$ cat config.mk
export PLATFORM = sky130hd
export DESIGN_NAME = systolic_writeback_engine
export DESIGN_NICKNAME = d
export VERILOG_FILES = /design/src/rtl/systolic_writeback_engine.sv
export SDC_FILE = /design/constraint.sdc
export NUM_CORES = 1
export LEC_CHECK = 0
export ABC_AREA = 1
export BUFFER_PORTS_ARGS = -buffer_cell sky130_fd_sc_hd__buf_2
export CAP_MARGIN = 30
export CORE_MARGIN = 3
export CORE_UTILIZATION = 30
export DETAILED_ROUTE_END_ITERATION = 7
export PLACE_DENSITY = 0.46
export SYNTH_ARGS = -nofsm -noshare
export SYNTH_HDL_FRONTEND = slang
export SYNTH_SLANG_ARGS = --single-unit
$ cat constraint.sdc
create_clock -name clk -period 6.27 [get_ports clk]
set_clock_uncertainty 0.2 [all_clocks]
set_input_delay 0.9405 -clock clk [delete_from_list [all_inputs] [get_ports clk]]
set_output_delay 0.9405 -clock clk [all_outputs]
set_load 0.01 [all_outputs]
$ cat src/rtl/systolic_writeback_engine.sv
// Result-drain/writeback stage: captures one accumulator row, requantises each
// lane (shift, optional ReLU, saturate or wrap) and writes the words to memory
// row-major or transposed, with a ready handshake and single-step mode.
module systolic_writeback_engine #(
  parameter int unsigned N         = 4,
  parameter int unsigned WIDTH     = 16,
  parameter int unsigned ACC_WIDTH = 32,
  parameter int unsigned ADDR_W    = 12
) (
  input  logic                         clk,
  input  logic                         rst,
  input  logic                         start,
  input  logic [ADDR_W-1:0]            addr_C,
  input  logic [8:0]                   dim,
  input  logic [$clog2(ACC_WIDTH)-1:0] shift_amt,
  input  logic                         relu_en,
  input  logic                         sat_en,
  input  logic                         transpose,
  input  logic                         col_valid,
  input  logic [N*ACC_WIDTH-1:0]       col_data,
  output logic                         col_ready,
  output logic                         mem_write,
  output logic [ADDR_W-1:0]            mem_addr,
  output logic [WIDTH-1:0]             mem_data_write,
  input  logic                         mem_ready,
  input  logic                         step_en,
  input  logic                         step,
  output logic                         busy,
  output logic                         done,
  output logic                         overflow_out,
  output logic [15:0]                  ovf_count,
  output logic [15:0]                  total_cycles
);

  localparam int unsigned SW = $clog2(ACC_WIDTH);
  localparam int unsigned DW = $clog2(N + 1);
  localparam int unsigned IW = (N > 1) ? $clog2(N) : 1;

  typedef enum logic [2:0] {
    S_IDLE,
    S_CAPTURE,
    S_WRITE,
    S_WAIT_STEP,
    S_DONE
  } state_e;

  state_e              state_q, state_d;
  state_e              dest_q, dest_d;
  logic [IW-1:0]       row_q, row_d;
  logic [IW-1:0]       idx_q, idx_d;
  logic [DW-1:0]       dim_q, dim_d;
  logic [ADDR_W-1:0]   base_q, base_d;
  logic [SW-1:0]       shift_q, shift_d;
  logic                relu_q, relu_d;
  logic                sat_q, sat_d;
  logic                tr_q, tr_d;
  logic [WIDTH-1:0]    buf_q [N];
  logic [WIDTH-1:0]    buf_d [N];
  logic [N-1:0]        lovf_q, lovf_d;
  logic                overflow_q, overflow_d;
  logic [15:0]         ovf_cnt_q, ovf_cnt_d;
  logic [15:0]         tcyc_q, tcyc_d;
  logic                col_ready_q, col_ready_d;
  logic                mem_write_q, mem_write_d;
  logic [ADDR_W-1:0]   mem_addr_q, mem_addr_d;
  logic [WIDTH-1:0]    mem_data_q, mem_data_d;
  logic                busy_q, busy_d;
  logic                done_q, done_d;

  logic [DW-1:0]       dim_clamp_c;
  logic [WIDTH:0]      lane_res_c [N];

  // Requantise one lane; returns {out_of_range, word}.
  function automatic logic [WIDTH:0] proc_lane(
    input logic signed [ACC_WIDTH-1:0] lane,
    input logic [SW-1:0]               sh,
    input logic                        relu,
    input logic                        sat
  );
    logic signed [ACC_WIDTH-1:0] v;
    logic signed [ACC_WIDTH-1:0] vmax;
    logic signed [ACC_WIDTH-1:0] vmin;
    logic                        ov;
    logic [WIDTH-1:0]            word;
    vmax = {{(ACC_WIDTH-WIDTH+1){1'b0}}, {(WIDTH-1){1'b1}}};
    vmin = ~vmax;
    v    = lane >>> sh;
    if (relu && (v < 0)) v = '0;
    ov   = (v > vmax) || (v < vmin);
    if (sat && ov) word = v[ACC_WIDTH-1] ? vmin[WIDTH-1:0] : vmax[WIDTH-1:0];
    else           word = v[WIDTH-1:0];
    return {ov, word};
  endfunction

  // Runtime dimension clamped to the physical lane count.
  always_comb begin
    dim_clamp_c = (dim > 9'(N)) ? DW'(N) : DW'(dim);
  end

  // Per-lane datapath using the configuration latched at job start.
  always_comb begin
    for (int i = 0; i < int'(N); i++) begin
      lane_res_c[i] = proc_lane(col_data[i*ACC_WIDTH +: ACC_WIDTH], shift_q, relu_q, sat_q);
    end
  end

  // Next-state, counters and next registered outputs.
  always_comb begin
    logic [ADDR_W-1:0] a_row;
    logic [ADDR_W-1:0] a_idx;
    logic [ADDR_W-1:0] a_dim;
    state_e            nxt;

    state_d    = state_q;
    dest_d     = dest_q;
    row_d      = row_q;
    idx_d      = idx_q;
    dim_d      = dim_q;
    base_d     = base_q;
    shift_d    = shift_q;
    relu_d     = relu_q;
    sat_d      = sat_q;
    tr_d       = tr_q;
    buf_d      = buf_q;
    lovf_d     = lovf_q;
    overflow_d = overflow_q;
    ovf_cnt_d  = ovf_cnt_q;
    tcyc_d     = tcyc_q;
    nxt        = state_q;

    if ((state_q != S_IDLE) && (tcyc_q != 16'hFFFF)) tcyc_d = tcyc_q + 16'd1;

    case (state_q)
      S_IDLE: begin
        if (start) begin
          base_d     = addr_C;
          dim_d      = dim_clamp_c;
          shift_d    = shift_amt;
          relu_d     = relu_en;
          sat_d      = sat_en;
          tr_d       = transpose;
          overflow_d = 1'b0;
          ovf_cnt_d  = '0;
          tcyc_d     = '0;
          row_d      = '0;
          idx_d      = '0;
          state_d    = (dim_clamp_c == '0) ? S_DONE : S_CAPTURE;
        end
      end
      S_CAPTURE: begin
        if (col_valid) begin
          for (int i = 0; i < int'(N); i++) begin
            buf_d[i]  = lane_res_c[i][WIDTH-1:0];
            lovf_d[i] = lane_res_c[i][WIDTH];
          end
          idx_d   = '0;
          state_d = S_WRITE;
        end
      end
      S_WRITE: begin
        if (mem_ready) begin
          if (lovf_q[idx_q]) begin
            overflow_d = 1'b1;
            if (ovf_cnt_q != 16'hFFFF) ovf_cnt_d = ovf_cnt_q + 16'd1;
          end
          if (DW'(idx_q) < (dim_q - DW'(1))) begin
            idx_d = idx_q + IW'(1);
            nxt   = S_WRITE;
          end else if (DW'(row_q) < (dim_q - DW'(1))) begin
            row_d = row_q + IW'(1);
            nxt   = S_CAPTURE;
          end else begin
            nxt   = S_DONE;
          end
          if (step_en) begin
            dest_d  = nxt;
            state_d = S_WAIT_STEP;
          end else begin
            state_d = nxt;
          end
        end
      end
      S_WAIT_STEP: begin
        if (step) state_d = dest_q;
      end
      S_DONE: begin
        state_d = S_IDLE;
      end
      default: begin
        state_d = S_IDLE;
      end
    endcase

    a_row = ADDR_W'(row_d);
    a_idx = ADDR_W'(idx_d);
    a_dim = ADDR_W'(dim_d);

    col_ready_d = (state_d == S_CAPTURE);
    mem_write_d = (state_d == S_WRITE);
    busy_d      = (state_d != S_IDLE);
    done_d      = (state_d == S_DONE);
    mem_addr_d  = '0;
    mem_data_d  = '0;
    if (mem_write_d) begin
      mem_addr_d = tr_d ? (base_d + a_idx * a_dim + a_row)
                        : (base_d + a_row * a_dim + a_idx);
      mem_data_d = buf_d[idx_d];
    end
  end

  // State, configuration, row buffer and output registers.
  always_ff @(posedge clk or negedge rst) begin
    if (!rst) begin
      state_q     <= S_IDLE;
      dest_q      <= S_IDLE;
      row_q       <= '0;
      idx_q       <= '0;
      dim_q       <= '0;
      base_q      <= '0;
      shift_q     <= '0;
      relu_q      <= 1'b0;
      sat_q       <= 1'b0;
      tr_q        <= 1'b0;
      for (int i = 0; i < int'(N); i++) buf_q[i] <= '0;
      lovf_q      <= '0;
      overflow_q  <= 1'b0;
      ovf_cnt_q   <= '0;
      tcyc_q      <= '0;
      col_ready_q <= 1'b0;
      mem_write_q <= 1'b0;
      mem_addr_q  <= '0;
      mem_data_q  <= '0;
      busy_q      <= 1'b0;
      done_q      <= 1'b0;
    end else begin
      state_q     <= state_d;
      dest_q      <= dest_d;
      row_q       <= row_d;
      idx_q       <= idx_d;
      dim_q       <= dim_d;
      base_q      <= base_d;
      shift_q     <= shift_d;
      relu_q      <= relu_d;
      sat_q       <= sat_d;
      tr_q        <= tr_d;
      for (int i = 0; i < int'(N); i++) buf_q[i] <= buf_d[i];
      lovf_q      <= lovf_d;
      overflow_q  <= overflow_d;
      ovf_cnt_q   <= ovf_cnt_d;
      tcyc_q      <= tcyc_d;
      col_ready_q <= col_ready_d;
      mem_write_q <= mem_write_d;
      mem_addr_q  <= mem_addr_d;
      mem_data_q  <= mem_data_d;
      busy_q      <= busy_d;
      done_q      <= done_d;
    end
  end

  assign col_ready      = col_ready_q;
  assign mem_write      = mem_write_q;
  assign mem_addr       = mem_addr_q;
  assign mem_data_write = mem_data_q;
  assign busy           = busy_q;
  assign done           = done_q;
  assign overflow_out   = overflow_q;
  assign ovf_count      = ovf_cnt_q;
  assign total_cycles   = tcyc_q;

endmodule

==> flow_metrics.env <==
export IMPL_outcome="completed"
export IMPL_start_util_pct=30.5
export IMPL_routabilityCongestion=0.903
export IMPL_yosys_warnings=0
export IMPL_vias=18029
export IMPL_syn_area_per_cell_um2=6.01
export IMPL_syn_nets=2882
export IMPL_fin_area_mm2=0.0180
export IMPL_fp_coreArea_mm2=0.0529
export IMPL_avgViaCountPerCell=5.16
export IMPL_finalHoldViolations=0
export IMPL_htree_num_levels=4
export IMPL_grt_max_degree=139
export IMPL_required_ns=6.44
export IMPL_grt_first_pass_wirelength_um=101000
export IMPL_fin_crit_ns=5.50
export IMPL_final_util_pct=34.1
export IMPL_synth_seq_cells=166
export IMPL_p_sw_uw=6110
export IMPL_cp_common_cell="nor2_1"
export IMPL_path_delay_family="adder cells"
export IMPL_leakagePower_uw=0.00947
export IMPL_pre_cts_slack_ns=0.778
export IMPL_die_w_um=238
export IMPL_final_nets=2988
export IMPL_whs_ns=0.243
export IMPL_num_antenna_cells=0
export IMPL_start_kind="flop"
export IMPL_port_buffers=228
export IMPL_ys_async_sr_fraction_pct=100
export IMPL_setup_viol=0
export IMPL_cts_buffers=17
export IMPL_grt_antenna_before_repair=1
export IMPL_post_route_period_util_pct=87.8
export IMPL_syn_area_mm2=0.0161
export IMPL_synthMostInstantiatedCell="nand2_1"
export IMPL_swShare_pct=58.6
export IMPL_hp_class="input port to async pin"
export IMPL_fin_tns_setup_ns=0
export IMPL_grt_setup_unrepaired="false"
export IMPL_path_class="flop to flop"
export IMPL_cts_hold_fix_buffers=0
export IMPL_worst_pin_slew_ns=1.01
export IMPL_cp_slowest_stage_delay_ns=0.52
export IMPL_share_comb_of_total_power_pct=72.5
export IMPL_arrival_ns=5.67
export IMPL_seqPwrFrac_pct=17.2
export IMPL_std_cell_rows=84
export IMPL_synthCells=2685
export IMPL_yosysUniqueCellTypes=65
export IMPL_crit_fanout=4
export IMPL_grt_pass1_vias=17609
export IMPL_ctsLongestPathBuffers=2
export IMPL_report_final_slew_viol_count=0
export IMPL_intPower_uw=4320
export IMPL_ys_top_cells_by_area="dfrtp_1 26%, nand2_1 24%, nand3_1 13%"
export IMPL_clkSinkCount=166
export IMPL_ys_seq_area_share_pct=25.8
export IMPL_clk_insertion_delay_late_ns=0.44
export IMPL_power_density_mw_per_mm2=579
export IMPL_fmax_mhz=182
export IMPL_crit_path_end_kind="flop"
export IMPL_setup_slack_ns=0.766
export IMPL_clk_pin_slew_worst_paths_ns=0.07
export IMPL_synth_main_ff_cell="dfrtp_1"
export IMPL_root_buffer="clkbuf_16"
export IMPL_drv_cap=0
export IMPL_synth_top_cell_by_area="dfrtp_1"
export IMPL_routed_wirelength_um=64900
export IMPL_max_slew_margin_pct=32.9
export IMPL_final_layout_size_suffix_gt1_share_pct=13.6
export IMPL_die_h_um=238
export IMPL_die_area_mm2=0.0566
export IMPL_place_area_mm2=0.0174
export IMPL_first_pass_iters=5
export IMPL_cts_tree="yes"
export IMPL_ys_top_cells_by_count="1,041 x nand2_1, 403 x nand3_1, 167 x nor2_1"
export IMPL_synth_enable_flop_cells=0
export IMPL_place_hpwl_um=51200
export IMPL_gr_total_overflow=0
export IMPL_cp_slowest_cell="fa_1"
export IMPL_worst_path_buf_inv=6
export IMPL_avgRoutedWirePerCell_um=18.6
export IMPL_drtIter0Drc=1360
export IMPL_route_detailed_drc=0
export IMPL_max_vdd_ir_drop_v=0.000284
export IMPL_post_cts_resized=0
export IMPL_grt_usage_pct=22.7
export IMPL_ant_nets=0
export IMPL_synth_top_cell_area_share_pct=25.8
export IMPL_cts_setup_buffers=0
export IMPL_syn2layout_area_growth_pct=11.8
export IMPL_io_pin_count=229
export IMPL_clkPwrFrac_pct=10.2
-- routing by layer --
layer | part of all wire, % | track usage [%] | routed length (um) | vias up
li1 | - | - | - | 9012
met1 | 47 | 32.0 | 30500 | 8464
met2 | 46 | 37.1 | 30100 | 481
met3 | 4.9 | 3.22 | 3170 | 70
met4 | 1.7 | 4.70 | 1130 | 2
met5 | 0.011 | 0 | 7 | -
-- layout by cell type, fill, tap and decap left out, types with 4 or more instances in the layout --
cell,n
or2_2,13
nor3_1,27
nand3_1,403
a21boi_0,5
a31oi_1,11
o21ai_0,164
o21ai_1,10
buf_4,24
fa_1,8
a211oi_1,6
ha_1,25
o21a_1,6
inv_1,153
o211ai_1,49
clkinv_2,8
mux2i_1,24
nand2_2,48
nand3_2,8
nand2_1,1040
dfrtp_1,162
and2_1,10
buf_2,227
nand4_1,9
clkinv_1,4
a21oi_1,99
dfrtp_4,4
nor4_1,5
clkbuf_16,17
nor2_1,167
-- power groups by stage --
stage               combinational [uW]  sequential [uW]  clock [uW]
floorplan                         5610             1600           0
global placement                  7530             1820           0
detailed placement                7520             1820           0
CTS                               7560             1800        1090
global route                      8550             1850        1140
finish                            7570             1800        1070
-- metrics by stage --
step                      power (uW)  cells
after floorplan                 7210   2685
after global placement          9350   3460
after detailed placement        9340   3460
after CTS                      10500   3492
after global routing           11500   3492
final                          10400   3492
-- kinds of logic (layout without fill, tap and decap cells) --
family                     count (synthesis)  count (layout)  share of synthesized area (%)
xor gates and xnor gates                   5               5                          0.272
DFF                                      166             166                           25.8
AOI/OAI and AO/OA                        380             380                           13.5
and+or+nand+nor                         1744            1744                           46.2
adders and majority gates                 33              33                           2.93
muxes                                     24              24                           1.49
buffers and inverters                    333             452                           9.85
-- state kept, by name, indices dropped and copies added, names as in the netlist, 4 cells and up --
name,count
total_cycles,16
lovf_q,4
buf_q,64
shift_q,5
mem_data_write,16
base_q,12
mem_addr,12
ovf_count,16
-- worst paths after layout --
check	startpoint	end	slack (ns)	depth (start not counted)
min reg2reg	buf_q[27]	buf_q[27]	0.27	2
max reg2reg	dim_q[0]	mem_addr[11]	0.77	32
max	dim_q[0]	mem_addr[11]	0.77	32
min	rst	mem_data_write[2]	0.24	1
max in group asynchronous	rst	buf_q[37]	4.39	2
min in group clk	buf_q[27]	buf_q[27]	0.27	2
-- final cells by class --
type                            instances  area [um2]
Clock buffer                           19         443
Clock inverter                         13         144
Fill cell                            5953       34800
Inverter                              166         648
Multi-Input combinational cell       2186       10400
Sequential cell                       166        4170
Tap cell                              688         861
Timing Repair Buffer                  254        1370
-- worst reg2reg max path, delay by kind of cell (launching register included) --
| kind | cells | cell delay, ns |
|---|---|---|
| and+or+nand+nor | 14 | 1.25 |
| AOI/OAI and AO/OA | 7 | 1.20 |
| buffers and inverters | 6 | 0.50 |
| DFF | 1 | 0.35 |
| adders and majority gates | 5 | 1.94 |
(Power assumes the default switching activity.)
